<file path="src/rtl/temp_mem_arbiter.sv">
// Round-robin arbiter for the single-ported CiM temp-result storage.
// Issues one access per cycle and returns tagged read data after RD_LAT cycles.
module temp_mem_arbiter #(
    parameter int unsigned NUM_SRC = 7,
    parameter int unsigned ADDR_W  = 10,
    parameter int unsigned DATA_W  = 22,
    parameter int unsigned RD_LAT  = 2,
    parameter int unsigned CNT_W   = 16
) (
    input  logic                        clk,
    input  logic                        rst,
    input  logic [NUM_SRC-1:0]          req_rd,
    input  logic [NUM_SRC-1:0]          req_wr,
    input  logic [NUM_SRC*ADDR_W-1:0]   req_addr,
    input  logic [NUM_SRC*DATA_W-1:0]   req_wdata,
    output logic [NUM_SRC-1:0]          grant,
    output logic [NUM_SRC-1:0]          rd_valid,
    output logic [DATA_W-1:0]           rd_data,
    output logic                        mem_en,
    output logic                        mem_wen,
    output logic [ADDR_W-1:0]           mem_addr,
    output logic [DATA_W-1:0]           mem_wdata,
    input  logic [DATA_W-1:0]           mem_rdata,
    output logic [CNT_W-1:0]            conflict_cnt,
    output logic                        err_rw_same_src
);

    localparam int unsigned PTR_W = (NUM_SRC > 1) ? $clog2(NUM_SRC) : 1;
    localparam int unsigned IDX_W = PTR_W + 1;
    localparam int unsigned TAG_W = RD_LAT * NUM_SRC;

    logic [NUM_SRC-1:0] active;
    logic               multi;
    logic [PTR_W-1:0]   rr_ptr_q, rr_ptr_d;
    logic [PTR_W-1:0]   winner;
    logic [IDX_W-1:0]   idx;
    logic               found;
    logic [NUM_SRC-1:0] rd_issue;
    logic [TAG_W-1:0]   tag_q, tag_d;
    logic [CNT_W-1:0]   cnt_q, cnt_d;
    logic               err_q, err_d;

    assign active = req_rd | req_wr;
    assign multi  = |(active & (active - NUM_SRC'(1)));

    // Find the first active requester at or after rr_ptr, wrapping at NUM_SRC-1.
    always_comb begin
        found  = 1'b0;
        winner = '0;
        idx    = '0;
        for (int unsigned off = 0; off < NUM_SRC; off++) begin
            idx = IDX_W'(rr_ptr_q) + IDX_W'(off);
            if (idx >= IDX_W'(NUM_SRC)) begin
                idx = idx - IDX_W'(NUM_SRC);
            end
            if (!found && active[idx[PTR_W-1:0]]) begin
                found  = 1'b1;
                winner = idx[PTR_W-1:0];
            end
        end
    end

    // Grant and storage-port drive; a simultaneous rd+wr from one source is a write.
    always_comb begin
        grant     = '0;
        mem_en    = 1'b0;
        mem_wen   = 1'b0;
        mem_addr  = '0;
        mem_wdata = '0;
        if (found && !rst) begin
            grant[winner] = 1'b1;
            mem_en        = 1'b1;
            mem_wen       = req_wr[winner];
            mem_addr      = req_addr[32'(winner)*ADDR_W +: ADDR_W];
            mem_wdata     = req_wdata[32'(winner)*DATA_W +: DATA_W];
        end
    end

    assign rd_issue = grant & ~{NUM_SRC{mem_wen}};

    always_comb begin
        rr_ptr_d = rr_ptr_q;
        if (mem_en) begin
            rr_ptr_d = (winner == PTR_W'(NUM_SRC - 1)) ? '0 : winner + PTR_W'(1);
        end
    end

    // Tag pipeline: newest read tag enters at the low slice, oldest falls off the top.
    assign tag_d = TAG_W'({tag_q, rd_issue});

    assign cnt_d = (multi && (cnt_q != '1)) ? cnt_q + CNT_W'(1) : cnt_q;
    assign err_d = err_q | (|(req_rd & req_wr));

    always_ff @(posedge clk) begin
        if (rst) begin
            rr_ptr_q <= '0;
            tag_q    <= '0;
            cnt_q    <= '0;
            err_q    <= 1'b0;
        end else begin
            rr_ptr_q <= rr_ptr_d;
            tag_q    <= tag_d;
            cnt_q    <= cnt_d;
            err_q    <= err_d;
        end
    end

    assign rd_valid        = tag_q[TAG_W-1 -: NUM_SRC];
    assign rd_data         = (|rd_valid) ? mem_rdata : '0;
    assign conflict_cnt    = cnt_q;
    assign err_rw_same_src = err_q;

endmodule

</file>
<file path="config.mk">
export PLATFORM = sky130hd
export DESIGN_NAME = temp_mem_arbiter
export DESIGN_NICKNAME = d
export VERILOG_FILES = /design/src/rtl/temp_mem_arbiter.sv
export SDC_FILE = /design/constraint.sdc
export NUM_CORES = 1
export LEC_CHECK = 0
export CAP_MARGIN = 15
export CELL_PAD_IN_SITES_DETAIL_PLACEMENT = 1
export CELL_PAD_IN_SITES_GLOBAL_PLACEMENT = 2
export CORE_MARGIN = 2
export CORE_UTILIZATION = 19
export DETAILED_ROUTE_END_ITERATION = 10
export PLACE_DENSITY_LB_ADDON = 0.25
export SYNTH_ARGS = -nofsm -noshare
export SYNTH_HDL_FRONTEND = slang
export SYNTH_SLANG_ARGS = --single-unit
export TNS_END_PERCENT = 10
</file>
<file path="constraint.sdc">
create_clock -name clk -period 5.6 [get_ports clk]
set_input_delay 0.56 -clock clk [delete_from_list [all_inputs] [get_ports clk]]
set_output_delay 0.56 -clock clk [all_outputs]
set_load 0.005 [all_outputs]
</file>
### After elaboration in Yosys (flattened, before gate mapping)

Index checks and enable logic that the tools add are counted.

| storage, ports and cells | value |
|---|---|
| bits in registers | 34 |
| input port bits | 262 |
| output and inout bits | 87 |
| logic and storage cells | 113 |

| operators by class | value |
|---|---|
| $add $sub $neg | 16 |
| $mul | 2 |
| magnitude comparators | 16 |
| eq/ne operators | 2 |
| shift-type cells | 2 |
| muxes and demuxes | 46 |
| bitwise gates (word level) | 6 |
| reductions and logical operators | 19 |

Operators by type and width:

| operator | number |
|---|---|
| 154-bit by 9-bit indexed part select with 22-bit output | 1 |
| 70-bit by 8-bit indexed part select with 10-bit output | 1 |
| 3-bit two-way mux | 15 |
| 22-bit two-way mux | 2 |
| 3-bit by 4-bit less-than comparator with 1-bit output (second input constant) | 8 |
| 1-bit binary-select mux with 3-bit select | 8 |
| 4-bit by 3-bit >= comparator with 1-bit output (second input constant) | 6 |
| 7-bit AND | 3 |
| 7-bit OR reduction | 3 |
| 3-bit subtractor (second input constant) | 7 |
| 1-bit two-way mux | 18 |
| 16-bit by 1-bit adder with 16-bit output (second input constant) | 1 |
| 16-bit inequality test (second input constant) | 1 |
| 3-bit by 3-bit adder with 4-bit output (second input constant) | 3 |
| 10-bit two-way mux | 1 |
| 1-bit logical AND | 9 |
| 3-bit by 2-bit adder with 4-bit output (second input constant) | 2 |
| 1-bit logical NOT | 7 |
| 3-bit by 4-bit multiplier with 7-bit output (second input constant) | 1 |
| 7-bit two-way mux | 1 |
| 7-bit NOT | 1 |
| 7-bit bitwise OR | 1 |
| 7-bit by 1-bit subtractor with 7-bit output (second input constant) | 1 |
| 3-bit by 3-bit multiplier with 6-bit output (second input constant) | 1 |
| other kinds (7) | 7 |

### Longest topological paths before layout

| depth | value |
|---|---|
| depth in word-level cells | 29 |
| mapped depth | 18 |
| mapped depth without buffers | 14 |

### Least setup slack after synthesis

OpenSTA, ideal clock, no wires.

| timing | value |
|---|---|
| path kind | register to output |
| from | reg rr_ptr_q[1] |
| to | out mem_addr[0] |
| arrival | 3.848 ns |
| required time | 5.040 ns |
| path slack | 1.192 ns |
| stages on the path, launching flop included | 18 |
| path buffers | 3 |
| path through | dfxtp_1 buf_2 inv_1 ha_1 inv_1 fa_1 buf_2 or3b_2 a211oi_1 a41oi_1 o2111ai_1 nor2_1 a211o_1 a22oi_2 buf_2 mux2_2 nand3_1 a21oi_1 |

| on the way | value |
|---|---|
| longest elaborated chain between the ends | 26 |
| elaborated cells on any way between the ends | 71 |
| those cells by class | add/sub (13); mul (1); order compare (7); shift (1); mux (36); reduce/logical (13) |

RTL lines:

| item | line | text |
|---|---|---|
| start, declared | 34 | `logic [PTR_W-1:0] rr_ptr_q, rr_ptr_d;` |
| start signal, assigned | 101 | `rr_ptr_q <= rr_ptr_d;` |
| branches (longest 25 deep; another with 3-bit by 1-bit adder with 4-bit output) | -- |  |
| 10-bit two-way mux * | 70 | `if (found && !rst) begin` |
| end, declared | 21 | `output logic [ADDR_W-1:0] mem_addr,` |

Mark *: on every way between the ends. The select of a mux whose other input is x is not followed.

### Worst setup path after layout

| timing | value |
|---|---|
| from | reg rr_ptr_q[1] |
| to | out mem_wdata[6] |

| on the way | value |
|---|---|
| longest elaborated chain between the ends | 26 |
| elaborated cells on any way between the ends | 71 |
| those cells by class | add/sub (13); mul (1); order compare (7); shift (1); mux (36); reduce/logical (13) |

RTL lines:

| item | line | text |
|---|---|---|
| branches (longest 25 deep; another with 3-bit by 1-bit adder with 4-bit output) | -- |  |
| 22-bit two-way mux * | 70 |  |
| end, declared | 22 | `output logic [DATA_W-1:0] mem_wdata,` |

Marked as above.

==> impl_metrics.toml <==
[outcome]
status = "complete, no violations"

[critical_path]
critical-path-top-delay-family = "buffers and inverters"
critPathSlowestCell = "sky130_fd_sc_hd__clkdlybuf4s50_1"
cp.buffers_inverters = 6
crit_path_cell_trace = "buf_4, ha_1, inv_1, ha_1, mux2_2, a21oi_1, nor4b_4, buf_4, nor2_1, mux2i_1, a211o_1, a22oi_2, buf_12, nor2b_4, buf_12, a32o_1, a21oi_1, clkdlybuf4s50_1"
startpoint_type = "register"
path_class = "register to output port"
timing.critical_path.slowest_cell_delay_ns = 0.56
endpoint_kind = "output port"
arrival_ns = 4.79
cp_data_required_time_ns = 5.04
critical_path_peak_fanout = 22

[yosys]
synth_seq_area_share_pct = 12.63
synth.cell_area_mm2 = 0.005390
synth_async_sr_flop_share_pct = 0
synth.top_cells.by_area = "sky130_fd_sc_hd__dfxtp_1, sky130_fd_sc_hd__mux2i_1, sky130_fd_sc_hd__mux2_2"
synth_flop_cell = "sky130_fd_sc_hd__dfxtp_1"
synth_most_common_cell = "sky130_fd_sc_hd__nand2_1"
synth_top_cell_by_area = "sky130_fd_sc_hd__dfxtp_1"
synthDistinctLibCells = 81
synth.yosys.warnings = 0
ys_top_cells_by_count = "sky130_fd_sc_hd__nand2_1, sky130_fd_sc_hd__a21oi_1, sky130_fd_sc_hd__mux2i_1, sky130_fd_sc_hd__nand3_1, sky130_fd_sc_hd__nor2_1"
synth.avg_cell_area_um2 = 7.549
syn-num-nets = 990
postSynthCellCount = 714
post_synth_edffs = 0
synth_seq_cells = 34
yosys.area.top_type_share_pct = 12.63

[final_layout]
syn2layout_area_growth_pct = 82.03
filler_cell_count = 3334
drive_above_1_share_pct = 13.73
fin_nets = 1346

[clock_network]
clkSlewWorstSetupHoldPaths_ns = 0.06
clkSinkCount = 34
htreeDepth = 2
cts_tree = "built"
cts_hold_repair.buffers = 0
clock_insertion_delay_worst_skew_ns = 0.28
cts_made_buffers = 5
clk_path_buf_depth = 2
clock_tree_root = "sky130_fd_sc_hd__clkbuf_16"

[placed_design]
gp_congestion = 0.8781
port_buffers = 348
dp_hpwl_mm = 25.26

[routing]
route.met3.wl_mm = 2.206
routed_wire_length_per_instance_um = 20.75
drt_iter0_markers = 318
drcViolationCount = 0
first_pass_iters = 4
routed-via-count = 7003
drt-vias-per-instance = 4.823
met1Wirelength_mm = 12.63
highest-signal-layer = "met4"
wl_met2_mm = 14.98
ant_nets = 0
routed_wl_mm = 30.13

[sta]
timing_hold_violations_final = 0
setup_tns_ns = 0
maxSlewHeadroom_pct = 56.31
period_minus_slack_ns = 5.350
unrepaired_setup_endpoints_after_global_routing = "no"
fmaxAchievable_mhz = 186.9
whs_ns = 0.4414
finalCritPeriodShare_pct = 95.53
timing_worst_slew_pin_value_ns = 0.6504
report.final.setup_viol = 0
pins_over_slew_limit = 0
fin_worst_skew_ns = 0.004600

[floorplanning]
fp.dieW_um = 172.4
initial_utilization_pct = 19.35
core_area_mm2 = 0.02786
chipHeight_um = 172.4
fp.dieArea_mm2 = 0.02973
boundaryPins = 349
placementRows = 61

[grt]
grt_start_max_net_pins = 29
via_count_of_the_first_global_routing_pass = 7131
grt_antenna_before_repair = 3
grt_usage_pct = 18.96
grt_first_pass_wirelength_mm = 42.88
gr-total-overflow = 0

[worst_hold_path]
hold_class = "register to register"

[power_and_ir_drop]
powerDensity_mw_per_mm2 = 697.7
peakVddDrop_v = 0.0003360
finalPower_w = 0.006846
p_leak_nw = 3.719

[flow_run]
cap_viol_max_count = 0
[metrics by stage]
| step | instances | setup slack (ns) | cell area [um2] | utilization (%) |
|---|---|---|---|---|
| finish | 1452 | 0.2501 | 9812 | 35.22 |
| global route | 1451 | 0.003716 | 9809 | 35.21 |
| CTS | 1448 | 0.009152 | 9746 | 34.98 |
| detailed placement | 1440 | 0.1729 | 9594 | 34.44 |
| global placement | 1440 | 0.1641 | 9594 | 34.44 |
| floorplan | 714 | 1.192 | 5390 | - |
[sequential cells by signal, summed over array words and instances, names as in the netlist]
name and count:
rr_ptr_q 3, err_rw_same_src 1, tag_q 14, conflict_cnt 16
[cell families after synthesis]
group / after synthesis / share of synthesized area [%]
mux: 97 / 19.82
xor+xnor: 22 / 4.480
buf+inv: 71 / 7.103
compound gates: 188 / 25.65
fa+ha+maj: 15 / 3.575
flops: 34 / 12.63
simple gates: 287 / 26.74
[layout by cell type (no fill, tap or decap), types with 9 or more instances in the layout]
cell                                n
sky130_fd_sc_hd__buf_12            10
sky130_fd_sc_hd__xor2_1            11
sky130_fd_sc_hd__ha_1              13
sky130_fd_sc_hd__nor2_1            43
sky130_fd_sc_hd__nand2_1           91
sky130_fd_sc_hd__clkdlybuf4s50_1  348
sky130_fd_sc_hd__mux2i_1           54
sky130_fd_sc_hd__inv_1             10
sky130_fd_sc_hd__mux2_2            38
sky130_fd_sc_hd__dfxtp_1           34
sky130_fd_sc_hd__o21ai_0           16
sky130_fd_sc_hd__nand4_1            9
sky130_fd_sc_hd__nor2b_1           10
sky130_fd_sc_hd__a21oi_1           68
sky130_fd_sc_hd__nor3_1            15
sky130_fd_sc_hd__a32o_1            31
sky130_fd_sc_hd__nand3_1           44
sky130_fd_sc_hd__buf_4             52
sky130_fd_sc_hd__and2_1            30
[power by group]
part | switching [W] | internal (W) | leakage [nW] | total (W)
sequential | 0.0000152 | 0.000275 | 0.276 | 0.000290
clock | 0.000105 | 0.000176 | 0.0729 | 0.000281
combinational | 0.00313 | 0.00315 | 3.37 | 0.00627
[per-layer routing]
layer / global-route usage [%] / up-vias
met2: 33.77 / 263
met1: 23.47 / 3357
met4: 3.800 / 0
met5: 0 / -
li1: - / 3362
met3: 3.983 / 21
[layout make-up]
| type | instances | area, um2 | share of cell area, % |
|---|---|---|---|
| Timing Repair Buffer | 410 | 4074 | 41.52 |
| Sequential cell | 34 | 680.7 | 6.937 |
| Inverter | 10 | 37.54 | 0.3826 |
| Multi-Input combinational cell | 609 | 4388 | 44.72 |
| Clock buffer | 6 | 138.9 | 1.415 |
| Tap cell | 378 | 473.0 | 4.820 |
| Antenna cell | 3 | 7.507 | 0.07651 |
| Clock inverter | 2 | 12.51 | 0.1275 |
[timing repair]
action                     4_1_cts  5_1_grt
buffers inserted                 0        1
gates resized for setup          0       10
setup endpoints to repair        0       33
[worst paths after layout]
kind	start	to	slack [ns]	cells after the start
min reg2reg	tag_q[2]	tag_q[9]	0.44	1
max reg2reg	rr_ptr_q[1]	tag_q[4]	1.55	17
min	tag_q[2]	tag_q[9]	0.44	1
max	rr_ptr_q[1]	mem_wdata[6]	0.25	18
Note: power is estimated with default switching activity, not from simulation.
